<file path="config.mk">
export PLATFORM = sky130hd
export DESIGN_NAME = mips_bus_initiator
export DESIGN_NICKNAME = d
export VERILOG_FILES = /design/src/rtl/mips_bus_initiator.sv
export SDC_FILE = /design/constraint.sdc
export NUM_CORES = 1
export LEC_CHECK = 0
export CORE_MARGIN = 2
export CORE_UTILIZATION = 30
export DETAILED_ROUTE_END_ITERATION = 8
export PLACE_DENSITY_LB_ADDON = 0.2
export SYNTH_ARGS = -nofsm -noshare
export SYNTH_HDL_FRONTEND = slang
export SYNTH_SLANG_ARGS = --single-unit
</file>
<file path="constraint.sdc">
create_clock -name clk -period 4.6 [get_ports clk]
set_clock_uncertainty 0.05 [all_clocks]
set_input_delay 0.46 -clock clk [delete_from_list [all_inputs] [get_ports clk]]
set_output_delay 0.46 -clock clk [all_outputs]
set_load 0.01 [all_outputs]
</file>
<file path="src/rtl/mips_bus_initiator.sv">
// mips_bus_initiator
//   Issues single-word read/write commands onto the MIPS CPU memory bus.
//   Honours waitrequest and a fixed read latency, and returns one response per command.
//
//   Optional feature: define WAITREQ_TIMEOUT_EN to abort a transfer after TIMEOUT
//   consecutive waitrequest cycles. The aborted command responds with rsp_error=1.
//
// Ports
//   clk, reset           rising-edge clock; asynchronous active-high reset
//   cmd_valid/cmd_ready  command handshake (cmd_ready high only in IDLE)
//   cmd_write            1=write, 0=read
//   cmd_addr             byte address, bits [1:0] ignored
//   cmd_byteenable       lane enables, bit n covers data[8n+7:8n]
//   cmd_wdata            write data
//   rsp_valid            one-cycle pulse per completed command
//   rsp_rdata            masked read data (0 for writes/aborts), held until next response
//   rsp_error            timeout abort flag, valid with rsp_valid
//   busy                 high whenever not IDLE
//   address, read, write, byteenable, writedata, waitrequest, readdata   memory bus
module mips_bus_initiator #(
  parameter int unsigned READ_LATENCY = 1,
  parameter int unsigned TIMEOUT      = 255
) (
  input  logic        clk,
  input  logic        reset,
  input  logic        cmd_valid,
  output logic        cmd_ready,
  input  logic        cmd_write,
  input  logic [31:0] cmd_addr,
  input  logic [3:0]  cmd_byteenable,
  input  logic [31:0] cmd_wdata,
  output logic        rsp_valid,
  output logic [31:0] rsp_rdata,
  output logic        rsp_error,
  output logic        busy,
  output logic [31:0] address,
  output logic        read,
  output logic        write,
  output logic [3:0]  byteenable,
  output logic [31:0] writedata,
  input  logic        waitrequest,
  input  logic [31:0] readdata
);

  localparam int unsigned LAT_W = 3;
`ifdef WAITREQ_TIMEOUT_EN
  localparam int unsigned TO_W = (TIMEOUT < 2) ? 1 : $clog2(TIMEOUT + 1);
`endif

  typedef enum logic [1:0] {
    IDLE   = 2'd0,
    REQ    = 2'd1,
    RDWAIT = 2'd2,
    RESP   = 2'd3
  } state_t;

  state_t             state;
  logic               is_read;
  logic [LAT_W-1:0]   lat_cnt;
  logic [31:0]        rdata_q;
`ifdef WAITREQ_TIMEOUT_EN
  logic [TO_W-1:0]    to_cnt;
  logic               err_q;
`endif

  // Expand byte enables into a 32-bit lane mask.
  function automatic logic [31:0] lane_mask(input logic [3:0] be);
    return {{8{be[3]}}, {8{be[2]}}, {8{be[1]}}, {8{be[0]}}};
  endfunction

  // Command sequencer: all outputs are registered in this one block.
  always_ff @(posedge clk or posedge reset) begin
    if (reset) begin
      state      <= IDLE;
      cmd_ready  <= 1'b1;
      busy       <= 1'b0;
      read       <= 1'b0;
      write      <= 1'b0;
      address    <= 32'h0;
      byteenable <= 4'h0;
      writedata  <= 32'h0;
      rsp_valid  <= 1'b0;
      rsp_rdata  <= 32'h0;
      rsp_error  <= 1'b0;
      is_read    <= 1'b0;
      lat_cnt    <= LAT_W'(0);
      rdata_q    <= 32'h0;
`ifdef WAITREQ_TIMEOUT_EN
      to_cnt     <= TO_W'(0);
      err_q      <= 1'b0;
`endif
    end else begin
      rsp_valid <= 1'b0;
      case (state)
        IDLE: begin
          if (cmd_valid && cmd_ready) begin
            address    <= {cmd_addr[31:2], 2'b00};
            byteenable <= cmd_byteenable;
            writedata  <= cmd_wdata;
            read       <= ~cmd_write;
            write      <= cmd_write;
            is_read    <= ~cmd_write;
            rdata_q    <= 32'h0;
            cmd_ready  <= 1'b0;
            busy       <= 1'b1;
            state      <= REQ;
`ifdef WAITREQ_TIMEOUT_EN
            to_cnt     <= TO_W'(0);
            err_q      <= 1'b0;
`endif
          end
        end

        // Bus fields are untouched here, so they stay stable through stalls.
        REQ: begin
          if (!waitrequest) begin
            read  <= 1'b0;
            write <= 1'b0;
            if (is_read) begin
              lat_cnt <= LAT_W'(READ_LATENCY);
              state   <= RDWAIT;
            end else begin
              state   <= RESP;
            end
          end
`ifdef WAITREQ_TIMEOUT_EN
          // This stalled edge is the TIMEOUT-th consecutive one: abort.
          else if (to_cnt == TO_W'(TIMEOUT - 1)) begin
            read    <= 1'b0;
            write   <= 1'b0;
            err_q   <= 1'b1;
            rdata_q <= 32'h0;
            state   <= RESP;
          end else begin
            to_cnt <= to_cnt + TO_W'(1);
          end
`endif
        end

        // lat_cnt==1 marks the edge READ_LATENCY cycles after acceptance.
        RDWAIT: begin
          lat_cnt <= lat_cnt - LAT_W'(1);
          if (lat_cnt == LAT_W'(1)) begin
            rdata_q <= readdata & lane_mask(byteenable);
            state   <= RESP;
          end
        end

        RESP: begin
          rsp_valid <= 1'b1;
          rsp_rdata <= rdata_q;
`ifdef WAITREQ_TIMEOUT_EN
          rsp_error <= err_q;
`else
          rsp_error <= 1'b0;
`endif
          cmd_ready <= 1'b1;
          busy      <= 1'b0;
          state     <= IDLE;
        end

        default: state <= IDLE;
      endcase
    end
  end

endmodule

</file>
==> flow_metrics.py, run 1 <==
metrics = {
    "outcome": {
        "outcome": "complete, no violations",
    },
    "die": {
        "num_rows": 50,
        "coreArea_um2": 18500,
        "die_y_um": 141,
        "initial_utilization": 0.303,
        "die_w_um": 141,
        "io_pins": 211,
        "die_area_um2": 19800,
    },
    "drt": {
        "drc": 0,
        "wl_per_cell_um": 15.1,
        "avgViaCountPerCell": 4.44,
        "drt-total-wl_um": 15100,
        "drt_iter0_drc": 153,
        "dr.pass1.iters": 4,
        "route.vias.total": 4460,
        "ant_nets": 0,
    },
    "hold_path": {
        "worst_hold_path.endpoint": "address[29]$_DFFE_PP0P_",
        "hold_depth": 2,
        "worstHoldPathType": "reg -> reg",
        "min_from": "address[29]$_DFFE_PP0P_",
    },
    "synthesis": {
        "synth_area_per_cell_um2": 10.1,
        "synth_cells": 558,
        "synth_top_family_by_area": "simple AND/OR/NAND/NOR gates",
        "synth.distinct_cells": 32,
        "mappedNetlistArea_um2": 5620,
        "synth_seq_cells": 141,
        "yosys_warnings": 0,
        "synth_ff_type": "dfrtp_1",
        "synth-simple-area-share": 0.194,
        "synth_edf_count": 0,
        "synth_xor_area_frac": 0,
        "synth_seq_area_share": 0.628,
        "synth_compound_area_frac": 0.0517,
        "async_flop_share": 1.00,
        "muxShareOfSynthArea": 0.0697,
        "synthAdderAreaFrac": 0.0178,
    },
    "placement": {
        "port_buffers": 205,
        "hpwl_um": 10500,
        "placed_area_um2": 7840,
        "place_congestion": 0.746,
    },
    "final_layout": {
        "area_delta_synth_final_pct": 50.3,
        "final_area_um2": 8450,
        "layout_commonest_cell": "nand2_1",
        "finalCoreUtilization": 0.456,
        "final_cell_mix": "nand2_1, clkdlybuf4s50_1, dfrtp_1, mux2_2, o21ai_0",
        "drive_gt1_frac": 0.101,
        "insertedDiodeCount": 0,
        "nets": 870,
        "n_fill_cell": 1761,
    },
    "worst_setup_path": {
        "cp.depth": 6,
        "cpPeakStageDelay_ns": 0.76,
        "path_max_fanout": 39,
        "critPathKind": "reg -> reg",
        "r2r-start": "state[0]$_DFFE_PP0P_",
        "path_delay_family": "compound AO/OA/AOI/OAI gates",
        "critPathSlowestCell": "o211ai_4",
        "crit_chain": "inv_1, ha_1, inv_2, o211ai_4, buf_4, o21ai_0",
        "start_kind": "register",
        "critical_path_arrival_ns": 2.86,
        "crit_required_ns": 4.83,
        "reg2reg_to": "rdata_q[7]$_DFFE_PP0P_",
        "worst_r2r_path_depth": 6,
        "endpoint_kind": "register",
        "worst-path-buf-inv": 3,
        "r2r_slack_ns": 1.98,
    },
    "power_and_ir_drop": {
        "leakage_nw": 3.95,
        "p_per_area_nw_per_um2": 675,
        "power.total_mw": 5.70,
        "ir_drop_mv": 0.278,
    },
    "global_routing": {
        "grt_pass1_vias": 4835,
        "grt-ovfl-total": 0,
        "grt_pass1_wl_um": 25000,
        "grt_max_degree": 72,
        "antenna_found_initial": 0,
        "grtUsageTotal": 0.161,
    },
    "timing": {
        "drv_slew": 0,
        "slew_headroom": 0.360,
        "rsz0062_at_grt": "no",
        "setup_viol": 0,
        "tns_ns": 0,
        "fmax_ghz": 0.381,
        "fin_crit_ns": 2.62,
        "hold_slack_ns": 0.421,
        "fin_crit_sh": 0.571,
        "tightest_slew_ns": 0.961,
        "finalHoldViolCount": 0,
    },
    "clock_tree": {
        "clk_pin_slew_ns": 0.06,
        "clk_latency_ns": 0.42,
        "postCtsSetupBuffers": 0,
        "post_cts_resized": 0,
        "ctsRootBufferMaster": "clkbuf_16",
        "htreeDepth": 4,
        "cts_tree": "done",
        "cts_buffer_depth": 2,
        "clock_sinks": 141,
        "cts_buffers": 17,
        "postCtsHoldBufs": 0,
    },
    "run": {
        "max_cap_violations": 0,
    },
}
==> layer usage <==
layer,global-route usage,share of wire,vias to the layer above,wire [µm]
met4,0.0489,0.019,0,283
met3,0.0768,0.089,19,1350
met2,0.263,0.46,152,6980
met5,0,0,-,0
met1,0.190,0.43,2137,6530
li1,-,-,2152,-
==> through the flow <==
stage                     cells  setup slack (ns)
after global placement      972              2.01
after floorplan             560             0.310
after CTS                  1004              1.90
after detailed placement    972              1.92
final                      1004              1.98
after global routing       1004              1.69
==> final cells by class <==
type                    instances  area, µm²  area share
flip-flops and latches        141       3530       0.418
clock inverters                12        160      0.0190
clock buffers                  20        447      0.0529
multi-input cells             379       1890       0.224
well taps                     234        293      0.0347
repair buffers                210       2090       0.247
inverters                       8       35.0     0.00415
==> flip-flops by register name, summed over array words and instances (netlist names) <==
name,cells
is_read,1
rsp_rdata,32
state,2
rsp_valid,1
byteenable,4
busy,1
cmd_ready,1
writedata,32
lat_cnt,3
read,1
rdata_q,32
address,30
write,1
==> worst max-delay path by stage <==
stage / slack [ns] / start / endpoint
final: 1.98 / state[0]$_DFFE_PP0P_ / rdata_q[7]$_DFFE_PP0P_
after global routing: 1.69 / state[0]$_DFFE_PP0P_ / rdata_q[7]$_DFFE_PP0P_
after CTS: 1.90 / state[0]$_DFFE_PP0P_ / rdata_q[7]$_DFFE_PP0P_
after detailed placement: 1.92 / state[0]$_DFFE_PP0P_ / rdata_q[7]$_DFFE_PP0P_
after global placement: 2.01 / state[0]$_DFFE_PP0P_ / rdata_q[30]$_DFFE_PP0P_
after floorplan: 0.31 / reset / address[10]$_DFFE_PP0P_
==> cell families (layout without fill, tap and decap cells) <==
kind of cell | count (synthesis) | after routing
muxes | 35 | 35
DFF | 141 | 141
AOI/OAI and AO/OA | 50 | 50
buffers and inverters | 40 | 250
other | 1 | 3
adders and majority gates | 8 | 8
and+or+nand+nor | 283 | 283
==> power by group <==
group	internal, mW	leakage (nW)	switching [mW]
registers	1.76	1.85	0.295
clock network	0.872	0.284	0.549
logic	1.14	1.81	1.09
==> synthesized netlist by cell type (all sizes together) (4+ instances only) <==
master | count | area [µm²]
a21oi | 5 | 25.0
and2 | 4 | 25.0
buf | 26 | 158
clkbuf | 6 | 25.0
dfrtp | 140 | 3500
ha | 8 | 100
inv | 8 | 30.0
mux2 | 33 | 372
nand2 | 269 | 1010
nor2 | 4 | 15.0
o21ai | 36 | 180
==> tightest hold or removal path, delay by kind of cell, from the launching register on <==
| family | cells | cell delay, ns |
|---|---|---|
| flops | 1 | 0.34 |
| simple gates | 2 | 0.10 |
(Power assumes the default switching activity.)
==> run 2, diff against run 1 <==
- clock period: 4.6 -> 2.6 ns (I/O delays scaled with it)
==> flow_metrics.py, run 2 (synthesis results as in run 1) <==
metrics = {
    "timing": {
        "finalHoldViolCount": 0,
        "rsz0062_at_grt": "no",
        "tns_ns": 0,
        "drv_slew": 0,
        "setup_ws_ns": 0.612,
        "fmax_ghz": 0.503,
        "fin_crit_ns": 1.99,
        "setup_viol": 0,
        "fin_crit_sh": 0.764,
    },
    "worst_setup_path": {
        "critPathKind": "reg -> reg",
        "start_kind": "register",
        "critical_path_arrival_ns": 2.24,
        "endpoint_kind": "register",
        "cpPeakStageDelay_ns": 0.44,
        "crit_chain": "inv_1, ha_1, a21bo_2, o21ai_0, a21oi_1, mux2_2",
        "worst_r2r_path_depth": 6,
        "critPathSlowestCell": "dfrtp_1",
        "path_max_fanout": 6,
        "crit_required_ns": 2.85,
    },
    "global_routing": {
        "grt-ovfl-total": 0,
        "grt_pass1_vias": 4706,
        "grtUsageTotal": 0.156,
        "grt_max_degree": 84,
        "antenna_found_initial": 0,
        "grt_pass1_wl_um": 24400,
    },
    "clock_tree": {
        "clk_pin_slew_ns": 0.06,
        "cts_buffer_depth": 2,
        "clk_latency_ns": 0.41,
        "postCtsHoldBufs": 0,
        "clock_sinks": 141,
        "cts_buffers": 17,
        "postCtsSetupBuffers": 0,
        "post_cts_resized": 0,
        "htreeDepth": 4,
        "ctsRootBufferMaster": "clkbuf_16",
        "cts_tree": "done",
    },
    "hold_path": {
        "worstHoldPathType": "in -> async",
    },
    "final_layout": {
        "multi_input_area_um2": 1890,
        "finalCoreUtilization": 0.458,
        "seqCellArea_um2": 3530,
        "final_cell_mix": "nand2_1, clkdlybuf4s50_1, dfrtp_1, mux2_2, o21ai_0",
        "drive_gt1_frac": 0.102,
        "nets": 871,
        "insertedDiodeCount": 0,
        "layout_commonest_cell": "nand2_1",
        "largestRegisters": "rdata_q (32), rsp_rdata (32), writedata (32)",
        "n_fill_cell": 1718,
        "area_delta_synth_final_pct": 51.0,
    },
    "drt": {
        "avgViaCountPerCell": 4.37,
        "wl_met1_um": 6420,
        "ant_nets": 0,
        "drc": 0,
        "wl_met2_um": 6650,
        "drt_iter0_drc": 208,
        "route.vias.total": 4391,
        "met3WireLength_um": 1350,
        "wl_per_cell_um": 14.6,
        "route.top_layer_used": "met4",
        "dr.pass1.iters": 4,
        "drt-total-wl_um": 14700,
    },
    "power_and_ir_drop": {
        "ir_drop_mv": 0.578,
        "leakage_nw": 3.96,
        "p_per_area_nw_per_um2": 1180,
    },
    "die": {
        "coreArea_um2": 18500,
        "die_y_um": 141,
        "num_rows": 50,
        "io_pins": 211,
        "die_w_um": 141,
        "initial_utilization": 0.303,
        "die_area_um2": 19800,
    },
    "run": {
        "max_cap_violations": 0,
    },
    "placement": {
        "place_congestion": 0.748,
        "port_buffers": 205,
        "pre_cts_ws_ns": 0.607,
        "hpwl_um": 10200,
    },
    "outcome": {
        "outcome": "complete, no violations",
    },
}
[run 2: cell types whose count changed in the layout (fill, tap and decap cells not counted)]
cell / change
buf_4: -4
inv_6: -2
clkbuf_8: -1
bufinv_16: -1
buf_12: +5
clkinvlp_4: +2
clkinv_4: +1
clkinv_2: +1
[run 2: routing by layer]
layer  up-vias  global-route usage
li1       2162                   -
met1      2059               0.190
met2       150               0.244
met3        20              0.0700
met4         0              0.0600
met5         -                   0
[run 2: path summary, 6_finish.rpt]
| kind | start | endpoint | slack [ns] |
|---|---|---|---|
| worst max register to register | state[0]$_DFFE_PP0P_ | state[1]$_DFFE_PP0P_ | 0.61 |
| worst max-delay path | state[0]$_DFFE_PP0P_ | state[1]$_DFFE_PP0P_ | 0.61 |
| worst min register to register | rdata_q[30]$_DFFE_PP0P_ | rdata_q[30]$_DFFE_PP0P_ | 0.42 |
| worst min-delay path | reset | address[8]$_DFFE_PP0P_ | 0.26 |
| min in group clk | cmd_addr[12] | address[12]$_DFFE_PP0P_ | 0.32 |
| max in group asynchronous | reset | rsp_rdata[27]$_DFFE_PP0P_ | 1.83 |
[run 2: critical path: cells and delay by family, from the launching register on]
family	cells	cell delay, ns
AO/OA/AOI/OAI	3	0.62
flip-flops	1	0.44
multiplexers	1	0.37
adder cells (fa/ha/maj)	1	0.27
buffers and inverters	1	0.12
[run 2: report_power, final]
| part | switching [mW] | internal, mW |
|---|---|---|
| clock | 0.956 | 1.42 |
| sequential | 0.508 | 3.11 |
| combinational | 1.92 | 2.09 |
| total | 3.38 | 6.61 |
[run 2: layout make-up]
class / count / area share
timing repair buffer: 211 / 0.255
clock buffer: 19 / 0.0510
clock inverter: 13 / 0.0168
inverter: 8 / 0.00398
tap: 234 / 0.0345
sequential: 141 / 0.416
multi-input combinational: 379 / 0.223
[run 2: through the flow]
stage	instance area (µm²)	hold slack, ns	total power [mW]	std cells
after floorplan	5630	0.295	5.64	560
after global placement	7910	0.408	7.61	973
after detailed placement	7910	0.413	7.72	973
after CTS	8480	0.272	10.2	1005
after global routing	8480	0.288	10.7	1005
final	8480	0.259	9.99	1005
